<file path="config.mk">
export PLATFORM = sky130hd
export DESIGN_NAME = pipe_phy_control
export DESIGN_NICKNAME = d
export VERILOG_FILES = /design/src/rtl/pipe_phy_control.sv
export SDC_FILE = /design/constraint.sdc
export NUM_CORES = 1
export LEC_CHECK = 0
export CORE_MARGIN = 2
export CORE_UTILIZATION = 52
export CTS_BUF_LIST = sky130_fd_sc_hd__clkbuf_4 sky130_fd_sc_hd__clkbuf_8 sky130_fd_sc_hd__clkbuf_16
export DETAILED_ROUTE_END_ITERATION = 10
export PLACE_DENSITY_LB_ADDON = 0.1
export SYNTH_ARGS = -nofsm -noshare
export SYNTH_HDL_FRONTEND = slang
export SYNTH_SLANG_ARGS = --single-unit
</file>
<file path="constraint.sdc">
create_clock -name pclk -period 2.7 [get_ports pclk]
set_input_delay 0.675 -clock pclk [delete_from_list [all_inputs] [get_ports pclk]]
set_output_delay 0.675 -clock pclk [all_outputs]
set_load 0.02 [all_outputs]
</file>
<file path="src/rtl/pipe_phy_control.sv">
// PIPE PHY-side control responder: power states, receiver detect, loopback.
// Optional PIPE_PHY_PROTO_CHECK_EN adds a sticky proto_err output.
module pipe_phy_control #(
  parameter int RESET_CYCLES   = 4,
  parameter int DETECT_LATENCY = 8,
  parameter int PWR_LATENCY    = 4,
  parameter int CNT_W          = 8
) (
  input  logic       pclk,
  input  logic       reset_n,
  input  logic [3:0] PowerDown,
  input  logic       TxDetectRx_Loopback,
  input  logic       TxElecIdle,
  input  logic       rx_present,
  output logic       PhyStatus,
  output logic [2:0] RxStatus,
  output logic       RxElecIdle,
  output logic       loopback_active,
  output logic [3:0] power_state
`ifdef PIPE_PHY_PROTO_CHECK_EN
  ,
  output logic       proto_err
`endif
);

  typedef enum logic [2:0] {
    RST_WAIT,
    IDLE,
    PWR_CHG,
    DETECT,
    STATUS
  } state_t;

  localparam int RST_L = (RESET_CYCLES   < 1) ? 1 : RESET_CYCLES;
  localparam int DET_L = (DETECT_LATENCY < 1) ? 1 : DETECT_LATENCY;
  localparam int PWR_L = (PWR_LATENCY    < 1) ? 1 : PWR_LATENCY;

  localparam logic [CNT_W-1:0] RST_TERM = CNT_W'(RST_L - 1);
  localparam logic [CNT_W-1:0] DET_TERM = CNT_W'(DET_L - 1);
  localparam logic [CNT_W-1:0] PWR_TERM = CNT_W'(PWR_L - 1);

  state_t           state_q, state_d;
  logic [CNT_W-1:0] cnt_q, cnt_d;
  logic [3:0]       target_q, target_d;
  logic [3:0]       pwr_q, pwr_d;
  logic             done_q, done_d;
  logic             phy_q, phy_d;
  logic [2:0]       rxs_q, rxs_d;
  logic             eidle_q, eidle_d;
  logic             lpbk_q, lpbk_d;

  logic pd_legal;
  logic pd_change;
  logic det_req;

  assign pd_legal  = (PowerDown[3:2] == 2'b00);
  assign pd_change = pd_legal && (PowerDown != pwr_q);
  assign det_req   = TxDetectRx_Loopback && (pwr_q == 4'd2)
                   && TxElecIdle && !done_q;

  always_comb begin
    state_d  = state_q;
    cnt_d    = cnt_q;
    target_d = target_q;
    pwr_d    = pwr_q;
    done_d   = done_q;
    phy_d    = phy_q;
    rxs_d    = rxs_q;
    lpbk_d   = (pwr_q == 4'd0) && TxDetectRx_Loopback && !TxElecIdle;
    eidle_d  = (pwr_q != 4'd0) || !rx_present;
    unique case (state_q)
      RST_WAIT: begin
        phy_d = 1'b1;
        if (cnt_q == RST_TERM) begin
          phy_d   = 1'b0;
          cnt_d   = '0;
          state_d = IDLE;
        end else begin
          cnt_d = cnt_q + 1'b1;
        end
      end
      IDLE: begin
        if (!TxDetectRx_Loopback) done_d = 1'b0;
        if (pd_change) begin
          target_d = PowerDown;
          cnt_d    = '0;
          state_d  = PWR_CHG;
        end else if (det_req) begin
          cnt_d   = '0;
          state_d = DETECT;
        end
      end
      PWR_CHG: begin
        if (cnt_q == PWR_TERM) begin
          pwr_d   = target_q;
          phy_d   = 1'b1;
          cnt_d   = '0;
          state_d = STATUS;
        end else begin
          cnt_d = cnt_q + 1'b1;
        end
      end
      DETECT: begin
        if (cnt_q == DET_TERM) begin
          rxs_d   = rx_present ? 3'b011 : 3'b000;
          done_d  = 1'b1;
          phy_d   = 1'b1;
          cnt_d   = '0;
          state_d = STATUS;
        end else begin
          cnt_d = cnt_q + 1'b1;
        end
      end
      STATUS: begin
        phy_d   = 1'b0;
        rxs_d   = 3'b000;
        cnt_d   = '0;
        state_d = IDLE;
      end
      default: begin
        state_d = RST_WAIT;
        cnt_d   = '0;
      end
    endcase
  end

  always_ff @(posedge pclk or negedge reset_n) begin
    if (!reset_n) begin
      state_q  <= RST_WAIT;
      cnt_q    <= '0;
      target_q <= 4'd2;
      pwr_q    <= 4'd2;
      done_q   <= 1'b0;
      phy_q    <= 1'b1;
      rxs_q    <= 3'b000;
      eidle_q  <= 1'b1;
      lpbk_q   <= 1'b0;
    end else begin
      state_q  <= state_d;
      cnt_q    <= cnt_d;
      target_q <= target_d;
      pwr_q    <= pwr_d;
      done_q   <= done_d;
      phy_q    <= phy_d;
      rxs_q    <= rxs_d;
      eidle_q  <= eidle_d;
      lpbk_q   <= lpbk_d;
    end
  end

  assign PhyStatus       = phy_q;
  assign RxStatus        = rxs_q;
  assign RxElecIdle      = eidle_q;
  assign loopback_active = lpbk_q;
  assign power_state     = pwr_q;

`ifdef PIPE_PHY_PROTO_CHECK_EN
  logic [3:0] pd_q, pd_d;
  logic       err_q, err_d;

  // pd_q holds last cycle's PowerDown so a change inside DETECT is visible
  always_comb begin
    pd_d  = PowerDown;
    err_d = err_q;
    if (state_q != RST_WAIT) begin
      if ((state_q == IDLE) && !pd_legal) err_d = 1'b1;
      if ((state_q == DETECT) && (PowerDown != pd_q)) err_d = 1'b1;
      if (TxDetectRx_Loopback && (pwr_q == 4'd2) && !TxElecIdle)
        err_d = 1'b1;
    end
  end

  always_ff @(posedge pclk or negedge reset_n) begin
    if (!reset_n) begin
      pd_q  <= 4'd2;
      err_q <= 1'b0;
    end else begin
      pd_q  <= pd_d;
      err_q <= err_d;
    end
  end

  assign proto_err = err_q;
`endif

endmodule

</file>
==> impl_metrics.env <==
export IMPL_clkTransAtPathRegs_ns=0.13
export IMPL_num_vias=998
export IMPL_drtAntennaViolNets=0
export IMPL_drv_slew=0
export IMPL_dr_first_iter_drc_count=19
export IMPL_dieArea_sq_um=2840
export IMPL_cp_required_ns=2.03
export IMPL_drt_vias_per_instance=6.05
export IMPL_hold_path_class="register to register"
export IMPL_worstPathCellList="clkdlybuf4s50_1"
export IMPL_gp_congestion=0.823
export IMPL_start_util_pct=55.9
export IMPL_synth_fa_ha_area_share_pct=0.992
export IMPL_leakagePower_nw=0.628
export IMPL_clockBufferDepth=2
export IMPL_fin_crit_ns=2.20
export IMPL_hpwl_mm=1.82
export IMPL_syn_nets=130
export IMPL_syn_to_final_growth_pct=19.0
export IMPL_rsz0062_at_grt="no"
export IMPL_cp_slowest_stage_delay_ns=0.61
export IMPL_final_setup_tns_ns=0
export IMPL_clk_latency_ns=0.32
export IMPL_synth_compound_area_share_pct=19.6
export IMPL_power_density_nw_per_um2=944
export IMPL_routed_wl_mm=2.53
export IMPL_post_cts_buffers=0
export IMPL_io_pins=19
export IMPL_synth_edff_count=0
export IMPL_hold_violations=0
export IMPL_nets=148
export IMPL_layout_cells_most_common="dfrtp_1"
export IMPL_grt_pass1_vias=995
export IMPL_ys_warn_count=0
export IMPL_cts_resized=0
export IMPL_final_area_sq_um=1500
export IMPL_synth_top_family_by_area="simple AND/OR/NAND/NOR gates"
export IMPL_synthArstFlopShare_pct=100
export IMPL_cts_max_level=1
export IMPL_layout_common_cells="dfrtp_1 (20), clkdlybuf4s50_1 (17), nor2_1 (9)"
export IMPL_path_max_fanout=5
export IMPL_tightest_slew_ns=0.625
export IMPL_syn_area_per_cell_sq_um=10.5
export IMPL_row_count=17
export IMPL_grt_pass1_wl_mm=4.52
export IMPL_crit_path_start_kind="register"
export IMPL_fillers=195
export IMPL_cp_end_kind="output pin"
export IMPL_outcome="complete, no violations"
export IMPL_hold_slack_ns=0.496
export IMPL_multi_input_area_sq_um=619
export IMPL_r2r_setup_slack_ns=0.56
export IMPL_yosys_top_cells_area="dfrtp_1 (40%), dfstp_2 (8.3%), mux2_1 (5.4%)"
export IMPL_drive_above_1_share_pct=10.9
export IMPL_dp_slack_ns=0.255
export IMPL_p_total_mw=1.42
export IMPL_setup_viol=0
export IMPL_path_delay_family="buffers and inverters"
export IMPL_synth_top_area_share_pct=39.7
export IMPL_fin_crit_sh_pct=81.6
export IMPL_postCtsHoldBufs=0
export IMPL_die_w_microns=53.3
export IMPL_wl_per_cell_microns=15.3
export IMPL_fmax_ghz=0.454
export IMPL_synth_flop_cell="dfrtp_1"
export IMPL_synth_top_area_cell="dfrtp_1"
export IMPL_fin_ws_ns=0.497
export IMPL_antenna_found_initial=0
export IMPL_slew_headroom_pct=58.2
export IMPL_dpl_cell_area_sq_um=1450
export IMPL_crit_slowest_cell="clkdlybuf4s50_1"
export IMPL_synth_seq_cells=24
export IMPL_port_buffers=17
export IMPL_seq_area_sq_um=606
export IMPL_syn_area_sq_um=1260
export IMPL_yosys_area_share_simple_pct=20.5
export IMPL_first_pass_iters=4
export IMPL_cts_buffers=3
export IMPL_grt_max_degree=25
export IMPL_drv_cap=0
export IMPL_coreArea_sq_um=2250
export IMPL_finClkSkew_ns=0.00126
export IMPL_synthXorXnorAreaFrac_pct=1.39
export IMPL_antennaDiodeCount=0
export IMPL_cts_sinks=24
export IMPL_ys_types=47
export IMPL_cp_num_buf_inv=1
export IMPL_cts_root_buf="clkbuf_4"
export IMPL_ys_seq_area_share_pct=48.0
export IMPL_arrival_ns=1.53
export IMPL_die_h_microns=53.3
export IMPL_track_usage_pct=22.2
export IMPL_grt_overflow=0
export IMPL_post_route_drc_count=0
export IMPL_irDropWorstVdd_mv=0.635
export IMPL_syn_instance_count=120
export IMPL_crit_type="register to output pin"
export IMPL_cts_tree="yes"
export IMPL_synth_area_mux_share_pct=6.25
-- cells in the mapped netlist, types with 2 or more instances --
cell / count
a211oi_1: 2
a21oi_1: 8
a221o_1: 5
and2_1: 3
and3b_1: 2
buf_2: 2
buf_4: 2
clkbuf_1: 2
dfrtp_1: 20
dfstp_2: 4
mux2_1: 6
nand2_1: 8
nand2b_1: 5
nand3_1: 4
nor2_1: 9
nor2b_1: 2
nor3_1: 3
o211ai_1: 2
o21ai_0: 2
xnor2_1: 2
-- final cells by class --
type                       instances  area share (%)
multi-input combinational         89            41.3
sequential                        24            40.3
timing repair buffer              19            12.3
tap                               28            2.33
clock inverter                     1            2.00
clock buffer                       3            1.50
inverter                           1           0.250
-- registers in the layout, indices dropped and copies added, names as in the netlist --
signal and flops:
power_state 4, done_q 1, state_q 3, PhyStatus 1
RxStatus 1, cnt_q 8, target_q 4, RxElecIdle 1
loopback_active 1
-- kinds of logic after synthesis --
| family | Yosys count |
|---|---|
| AO/OA/AOI/OAI | 32 |
| XOR/XNOR | 2 |
| adder cells (fa/ha/maj) | 1 |
| buffers and inverters | 7 |
| flip-flops | 24 |
| multiplexers | 7 |
| other | 1 |
| AND/OR/NAND/NOR | 46 |
-- worst paths after layout --
kind	startpoint	to	cells after the start
min in group asynchronous	reset_n	loopback_active	2
setup reg to reg	cnt_q[0]	cnt_q[6]	5
hold reg to reg	target_q[2]	target_q[2]	1
hold / removal	target_q[2]	target_q[2]	1
setup / recovery	power_state[1]	power_state[1]	1
max in group asynchronous	reset_n	PhyStatus	2
-- report_power, final --
group          internal, mW  switching [mW]  total [mW]
Clock                 0.150           0.111       0.261
Combinational         0.260           0.325       0.586
Sequential            0.465           0.106       0.571
Total                 0.876           0.543        1.42
-- through the flow --
step / cells / utilization [%]
floorplan: 120 / -
global placement: 161 / 64.3
detailed placement: 161 / 64.3
CTS: 165 / 66.6
global route: 165 / 66.6
finish: 165 / 66.6
-- per-layer routing --
| layer | vias to the layer above | GRT usage [%] | part of all wire, % |
|---|---|---|---|
| met2 | 16 | 36.2 | 47 |
| met1 | 497 | 29.4 | 49 |
| met5 | - | 0 | 0 |
| met4 | 0 | 7.69 | 1.5 |
| li1 | 480 | - | - |
| met3 | 5 | 4.24 | 2.7 |
(Power assumes the default switching activity.)
